[config.mk]
export PLATFORM = sky130hd
export DESIGN_NAME = axis_rr_arbiter
export DESIGN_NICKNAME = d
export VERILOG_FILES = /design/src/rtl/axis_rr_arbiter.sv
export SDC_FILE = /design/constraint.sdc
export NUM_CORES = 1
export LEC_CHECK = 0
export ABC_AREA = 1
export CORE_MARGIN = 4
export CORE_UTILIZATION = 43
export CTS_BUF_LIST = sky130_fd_sc_hd__clkbuf_4 sky130_fd_sc_hd__clkbuf_8
export CTS_CLUSTER_DIAMETER = 120
export CTS_CLUSTER_SIZE = 20
export DETAILED_ROUTE_END_ITERATION = 10
export GPL_TIMING_DRIVEN = 0
export PLACE_DENSITY = 0.79
export SLEW_MARGIN = 20
export SYNTH_ARGS = -nofsm -noshare
export SYNTH_HDL_FRONTEND = slang
export SYNTH_SLANG_ARGS = --single-unit
[constraint.sdc]
create_clock -name aclk -period 2.1 [get_ports aclk]
set_clock_uncertainty 0.15 [all_clocks]
set_input_delay 0.525 -clock aclk [delete_from_list [all_inputs] [get_ports aclk]]
set_output_delay 0.525 -clock aclk [all_outputs]
set_load 0.02 [all_outputs]
[src/rtl/axis_rr_arbiter.sv]
// Round-robin AXI-Stream merge: packet-locked grants feeding a 2-entry output skid FIFO.
// state | meaning: ST_IDLE = arbitrating among masked valids; ST_LOCKED = slot `grant` owns the output until its tlast is pushed
module axis_rr_arbiter #(
  parameter int C_NUM_SI_SLOTS     = 3,
  parameter int C_AXIS_TDATA_WIDTH = 72,
  parameter int C_TID_WIDTH        = 2
) (
  input  logic                                         aclk,
  input  logic                                         areset,
  input  logic [C_NUM_SI_SLOTS-1:0]                    arb_mask,
  input  logic [C_NUM_SI_SLOTS-1:0]                    s_axis_tvalid,
  output logic [C_NUM_SI_SLOTS-1:0]                    s_axis_tready,
  input  logic [C_NUM_SI_SLOTS*C_AXIS_TDATA_WIDTH-1:0] s_axis_tdata,
  input  logic [C_NUM_SI_SLOTS-1:0]                    s_axis_tlast,
  output logic                                         m_axis_tvalid,
  input  logic                                         m_axis_tready,
  output logic [C_AXIS_TDATA_WIDTH-1:0]                m_axis_tdata,
  output logic                                         m_axis_tlast,
  output logic [C_TID_WIDTH-1:0]                       m_axis_tid
);
  localparam int N  = C_NUM_SI_SLOTS;
  localparam int W  = C_AXIS_TDATA_WIDTH;
  localparam int TW = C_TID_WIDTH;
  localparam int EW = W + 1 + TW;

  typedef enum logic {ST_IDLE, ST_LOCKED} state_t;

  state_t        state;
  logic [TW-1:0] grant;
  logic [TW-1:0] last_grant;
  logic [TW-1:0] winner;
  logic          found;
  logic [N-1:0]  cand;
  logic [N-1:0]  slot_sel;
  logic [W-1:0]  sel_data;
  logic          sel_valid;
  logic          sel_last;
  logic          can_push;
  logic          push;
  logic          pop;
  logic [1:0]    count;
  logic [EW-1:0] ent0;
  logic [EW-1:0] ent1;
  logic [EW-1:0] din;

  assign cand = s_axis_tvalid & arb_mask;

  // Two passes give the rotating priority: slots above last_grant first, then wrap to the rest.
  always_comb begin
    found  = 1'b0;
    winner = '0;
    for (int i = 0; i < N; i++) begin
      if (!found && cand[i] && (i > int'(last_grant))) begin
        found  = 1'b1;
        winner = TW'(i);
      end
    end
    for (int i = 0; i < N; i++) begin
      if (!found && cand[i] && (i <= int'(last_grant))) begin
        found  = 1'b1;
        winner = TW'(i);
      end
    end
  end

  always_comb begin
    slot_sel  = '0;
    sel_data  = '0;
    sel_valid = 1'b0;
    sel_last  = 1'b0;
    for (int i = 0; i < N; i++) begin
      if (grant == TW'(i)) begin
        slot_sel[i] = 1'b1;
        sel_data    = s_axis_tdata[i*W +: W];
        sel_valid   = s_axis_tvalid[i];
        sel_last    = s_axis_tlast[i];
      end
    end
  end

  assign can_push      = (state == ST_LOCKED) && (count != 2'd2) && !areset;
  assign s_axis_tready = {N{can_push}} & slot_sel;
  assign push          = can_push & sel_valid;
  assign m_axis_tvalid = (count != 2'd0) && !areset;
  assign pop           = m_axis_tvalid & m_axis_tready;
  assign din           = {grant, sel_last, sel_data};

  assign {m_axis_tid, m_axis_tlast, m_axis_tdata} = ent0;

  always_ff @(posedge aclk) begin
    if (areset) begin
      state      <= ST_IDLE;
      grant      <= '0;
      last_grant <= TW'(N - 1);
    end else begin
      case (state)
        ST_IDLE: begin
          if (found) begin
            state      <= ST_LOCKED;
            grant      <= winner;
            last_grant <= winner;
          end
        end
        ST_LOCKED: begin
          if (push && sel_last) state <= ST_IDLE;
        end
        default: state <= ST_IDLE;
      endcase
    end
  end

  // ent0 is always the head, so the output pins come straight from flops.
  always_ff @(posedge aclk) begin
    if (areset) begin
      count <= 2'd0;
      ent0  <= '0;
      ent1  <= '0;
    end else begin
      case ({push, pop})
        2'b10: begin
          if (count == 2'd0) ent0 <= din;
          else               ent1 <= din;
          count <= count + 2'd1;
        end
        2'b01: begin
          ent0  <= ent1;
          count <= count - 2'd1;
        end
        2'b11: ent0 <= din;
        default: ;
      endcase
    end
  end

endmodule
## Word-level counts from Yosys, hierarchy flattened

Cells that the tools add are included.

| operators by class | value |
|---|---|
| $add $sub $neg | 2 |
| $lt $le $gt $ge | 4 |
| equality and inequality tests | 7 |
| muxes and demuxes | 28 |
| bitwise operators | 6 |
| reductions and logical operators | 25 |

Operators by type and width:

| operator | number |
|---|---|
| 75-bit one-hot mux with 3 select lines | 1 |
| 72-bit 2-to-1 mux | 3 |
| 75-bit 2-to-1 mux | 1 |
| 1-bit 2-to-1 mux | 17 |
| 1-bit logical AND | 12 |
| 2-bit 2-to-1 mux | 4 |
| 3-bit AND | 2 |
| 2-bit == test (second input constant) | 3 |
| 2-bit AND reduction | 3 |
| 1-bit zero test | 5 |
| 2-bit by 1-bit == test with 1-bit output (second input constant) | 2 |
| 2-bit zero test | 2 |
| 2-bit != test (second input constant) | 2 |
| 2-bit one-hot mux with 2 select lines | 1 |
| 2-bit nonzero test | 2 |
| 3-bit nonzero test | 1 |
| 2-bit by 1-bit adder with 2-bit output (second input constant) | 1 |
| 1-bit AND | 2 |
| 1-bit by 2-bit > comparator with 1-bit output (first input constant) | 1 |
| 2-bit > comparator (first input constant) | 1 |
| 1-bit by 2-bit <= comparator with 1-bit output (first input constant) | 1 |
| 2-bit <= comparator (first input constant) | 1 |
| 1-bit NOT | 2 |
| 1-bit one-hot mux with 2 select lines | 1 |
| 2-bit by 1-bit subtractor with 2-bit output (second input constant) | 1 |

| word-level totals | value |
|---|---|
| register bits | 157 |
| input port bits | 228 |
| output and inout bits | 79 |
| logic and storage cells | 78 |

## Longest topological paths before layout

| depth | value |
|---|---|
| word-level depth | 20 |
| mapped depth | 17 |
| mapped depth without buffers | 13 |

## Worst setup path before layout

OpenSTA, ideal clock, no wires.

| timing path | value |
|---|---|
| kind | register to register |
| start point | reg grant[0] |
| end point | reg ent0[53] |
| library setup time | 0.111 ns |
| arrival | 1.999 ns |
| required time | 1.839 ns |
| setup slack | -0.160 ns |
| cell stages (with the launch flop) | 15 |
| path buffers | 6 |
| period minus slack after synthesis | 2.260 ns |
| cell sequence | dfxtp_1 > buf_2 > buf_2 > buf_2 > nand3_1 > nand3_1 > nand2_1 > ha_1 > buf_2 > buf_2 > clkbuf_1 > nand2_1 > nand3_1 > nor2_1 > nor2_1 |

| on the way | value |
|---|---|
| word-level cells in the longest chain between the ends | 8 |
| elaborated cells on any way between the ends | 18 |
| classes of those cells | eq/ne: 6; mux: 8; bitwise: 1; reduce/logical: 3 |

Ends and longest elaborated chain:

| element | line | source |
|---|---|---|
| start: declaration | 29 | `logic [TW-1:0] grant;` |
| start signal: assignment | 100 | `grant <= winner;` |
| 2-bit zero test | 72 | `if (grant == TW'(i)) begin` |
| 1-bit 2-to-1 mux (3 in a row) | 72 |  |
| 1-bit AND | 83 | `assign push = can_push & sel_valid;` |
| 2-bit == test / 2-bit by 1-bit == test with 1-bit output (equally long branches) | 119 | `case ({push, pop})` |
| 2-bit != test (no source line) / 3-bit nonzero test (equally long branches) | -- |  |
| 2-bit AND reduction (no source line) | -- |  |
| end signal: assignment | 121 | `if (count == 2'd0) ent0 <= din;` |
| end signal: assignment | 126 | `ent0 <= ent1;` |
| end signal: assignment | 129 | `2'b11: ent0 <= din;` |
| end: declaration | 42 | `logic [EW-1:0] ent0;` |

Parallel ways exist; a longest one is shown, timed or not. The select of a mux whose other input is x is not followed.
A chain may end at the register's enable or synchronous reset.

## Worst setup path after layout

| timing path | value |
|---|---|
| start point | in s_axis_tvalid[1] |
| end point | reg ent1[68] |

| on the way | value |
|---|---|
| word-level cells in the longest chain between the ends | 5 |

Ends and longest elaborated chain:

| element | line | source |
|---|---|---|
| start: declaration | 11 | `input logic [C_NUM_SI_SLOTS-1:0] s_axis_tvalid,` |
| 1-bit 2-to-1 mux (2 in a row) | 72 |  |
| 1-bit AND | 83 |  |
| 2-bit == test | 119 |  |
| 2-bit AND reduction (no source line) | -- |  |
| end signal: assignment | 122 | `else ent1 <= din;` |
| end: declaration | 43 | `logic [EW-1:0] ent1;` |

No other way between the ends.

==> summary.txt <==
========================================================================================
Via count of the first global-routing pass                                         10800
Iteration-0 DRC Markers                                                             1148
Vias                                                                               11800
Endpoint type of the worst setup path                                          flip-flop
Remaining number of nets flagged by the antenna check after routing                    0
Clock insertion delay at the later pin of the skew report                        0.46 ns
Reg-to-reg startpoint                                                       grant[1]$_SDFFE_PP0P_
Clock Pin Slew Worst Setup and Hold Paths                                        0.09 ns
Clock Tree Buf Depth                                                                   2
Post-route core utilization                                                        72.9%
DRT Pass-1 Iters                                                                       6
Wire length after detailed routing                                               38.5 mm
FF-to-FF End                                                                ent0[3]$_SDFFE_PP0P_
Growth of design area from synthesis to finish                                     67.5%
Global placer's final weighted congestion                                          0.844
Critical Path Sink                                                          ent1[68]$_SDFFE_PP0P_
Final setup margin                                                             -0.179 ns
Fillcell total                                                                      1607
Wire length of the first global-routing pass                                     55.4 mm
Portion of the clock cycle consumed by the worst path in the final layout           109%
Port Buffers                                                                         306
Proportion of netlist area held by the largest area contributor                    34.2%
Final min period                                                                 2.28 ns
Result of the run                                                           complete, but fails checks
Net count of the mapped netlist                                                     1767
FF-to-FF path depth                                                                   16
Hold WC Path Type                                                              in -> reg
Post-CTS Hold Buffers                                                                  0
Nets@finish                                                                         2135
Startpoint type of the worst setup path                                        input pin
Antenna violations before repair                                                       0
Maximum vdd drop                                                                0.425 mV
Average vias per placed instance                                                    5.36
TritonCTS clock tree                                                                done
Fraction of final layout cells sized beyond drive strength 1                       20.1%
Largest cells by area after synthesis                                       dfxtp_1 (34%), nand3_1 (20%), nand2_1 (13%)
Arrival @ worst endpoint                                                         2.48 ns
Area of the core region                                                       21000 um^2
Number of remaining DRC errors                                                         0
Endpoint required time on the critical path                                      2.30 ns
Pleak                                                                            7.42 nW
Biggest area consumer among synthesized cells                                    dfxtp_1
Die area                                                                      23600 um^2
Sink count of the clock tree                                                         156
Actual slew at the worst max-slew pin                                           0.770 ns
Floorplan die height                                                              154 um
FF-to-FF setup slack                                                            -0.18 ns
Final Hold Vio Count                                                                   0
CP Max Fanout                                                                          5
Power per standard cell area                                                 546 nW/um^2
Final number of setup-violating endpoints                                            151
Number of max-cap violations                                                           0
Gr ovfl total                                                                          0
Cell chosen for the clock root                                                  clkbuf_8
Synthesized area                                                               9120 um^2
Worst setup path startpoint                                                 s_axis_tvalid[1]
Netlist cell types                                                                    20
Total Negative Setup Slacks                                                    -15.23 ns
DR WL/cell                                                                       17.5 um
Overall global routing resource usage                                              28.8%
Tot Pwr                                                                          8.34 mW
Avg Synthesized Cell Area                                                      5.94 um^2
Number of pins exceeding their max-slew limit in the final report                      0
Worst slew margin relative to its limit                                            48.7%
I/O pins                                                                             307
Number of core rows                                                                   53
Maximum level of the CTS H-tree                                                        4
Start-to-end type of the worst setup path                                      in -> reg
Count of synthesis-stage warnings from yosys                                           0
Largest net degree at the start of global routing                                     24
Unrepaired setup endpoints after global routing                                     true
Placed wire-length estimate after detailed placement                             25.0 mm
Violations in the final reports                                             negative setup slack
Max frequency                                                                    439 MHz
Sequential cell area fraction in the yosys report                                  34.2%
Number of CTS-inserted buffers                                                        17
Number of instances in the synthesized netlist                                      1537
Initial standard-cell utilization of the core                                      43.5%
Horiz. Die Dim                                                                    154 um
Post-synthesis register bit count                                                    156
Number of inserted diodes                                                              0
========================================================================================
[metrics by stage]
stage	instance area [um^2]	setup slack, ns	hold slack (ns)	instances
finish	15300	-0.179	0.265	2193
detailed placement	12700	-1.40	0.352	2118
global placement	12700	-1.34	0.344	2118
CTS	14300	-0.126	0.361	2180
floorplan	9280	-0.00228	0.322	1537
global route	15300	-0.227	0.248	2193
[final cells by class]
class,count,area (um^2),area share (%)
flip-flops and latches,156,3130,20.5
well taps,275,344,2.25
clock buffers,21,264,1.73
repair buffers,356,3800,24.9
inverters,166,657,4.30
plain buffers,115,1110,7.24
clock inverters,11,111,0.729
multi-input cells,1093,5860,38.4
[synthesized netlist by cell type]
master,instances
nand3_1,372
nand2_1,318
nor2_1,303
inv_1,160
dfxtp_1,156
o21ai_0,77
clkbuf_1,48
buf_2,44
buf_4,11
buf_6,11
buf_1,8
a21oi_1,7
inv_2,6
o21ai_1,4
nor2_4,3
nor3_1,3
ha_1,2
nand3_2,2
and3_1,1
nand4_1,1
[state kept, by name (all words and copies together), names as in the netlist]
signal / flops
ent1: 75
count: 2
state: 1
grant: 2
last_grant: 1
ent0: 75
[metal layers]
layer,up-vias,GRT usage (%),wire length [um]
met5,-,0,0
li1,5583,-,-
met2,597,48.7,18800
met4,0,12.1,1330
met3,97,4.48,3160
met1,5476,36.5,15200
[worst min path at each step]
| stage | from | end | slack [ns] | cells after the start |
|---|---|---|---|---|
| after floorplan | last_grant[1]$_SDFFE_PP1P_ | last_grant[1]$_SDFFE_PP1P_ | 0.32 | 2 |
| after global placement | ent1[29]$_SDFFE_PP0P_ | ent1[29]$_SDFFE_PP0P_ | 0.34 | 2 |
| after detailed placement | ent1[30]$_SDFFE_PP0P_ | ent1[30]$_SDFFE_PP0P_ | 0.35 | 2 |
| after CTS | ent1[62]$_SDFFE_PP0P_ | ent1[62]$_SDFFE_PP0P_ | 0.36 | 2 |
| after global routing | areset | grant[1]$_SDFFE_PP0P_ | 0.25 | 2 |
| final | areset | grant[0]$_SDFFE_PP0P_ | 0.26 | 2 |
[cells in the final DEF (no fill, tap or decap), types with 2 or more instances in the layout]
cell,n
dfxtp_1,151
clkdlybuf4s50_1,226
buf_2,10
nand3_1,288
buf_8,17
nor2_2,41
inv_1,157
nor2_4,62
nor3_2,2
o21ai_0,47
o21ai_2,6
clkbuf_4,9
inv_4,2
dlygate4sd2_1,50
dlymetal6s2s_1,25
buf_6,17
nand2_4,3
a21oi_1,7
inv_6,4
dfxtp_2,4
nand3_2,76
buf_4,40
o21ai_1,27
clkbuf_1,33
nor2_1,203
clkinv_4,2
nand3_4,10
inv_2,4
nand2_1,313
buf_16,6
clkinvlp_4,5
bufbuf_16,2
nand2_2,2
clkbuf_16,9
clkbuf_8,19
clkbuf_2,7
buf_12,20
[critical path, cell delays in order]
cell	delay [ns]
clkdlybuf4s50_1	0.55
nand3_2	0.12
nand3_4	0.13
nand2_4	0.07
inv_2	0.06
ha_4	0.14
inv_4	0.04
nor2_4	0.15
inv_4	0.06
buf_6	0.14
clkbuf_16	0.18
clkbuf_16	0.17
nor2_4	0.08
nor2_1	0.05
[kinds of logic (layout without fill, tap and decap cells)]
kind of cell	count (synthesis)	in the layout	share of synthesized area, %
AND/OR/NAND/NOR	1003	1003	46.9
buffers and inverters	288	669	13.8
AO/OA/AOI/OAI	88	88	4.83
adder cells (fa/ha/maj)	2	2	0.274
flip-flops	156	156	34.2
[repair_timing]
| action | 4_1_cts | 5_1_grt |
|---|---|---|
| pin swaps | 71 | 130 |
| cloned | 11 | 7 |
| resized for setup | 337 | 231 |
| setup buffers | 25 | 8 |
| endpoints found under the setup margin | 207 | 180 |
[power breakdown]
| part | total [mW] | internal, mW | switching, mW |
|---|---|---|---|
| Clock | 2.24 | 1.00 | 1.24 |
| Sequential | 3.25 | 3.14 | 0.102 |
| Combinational | 2.86 | 1.25 | 1.61 |
| Total | 8.34 | 5.40 | 2.95 |
Note: power is estimated with default switching activity, not from simulation.
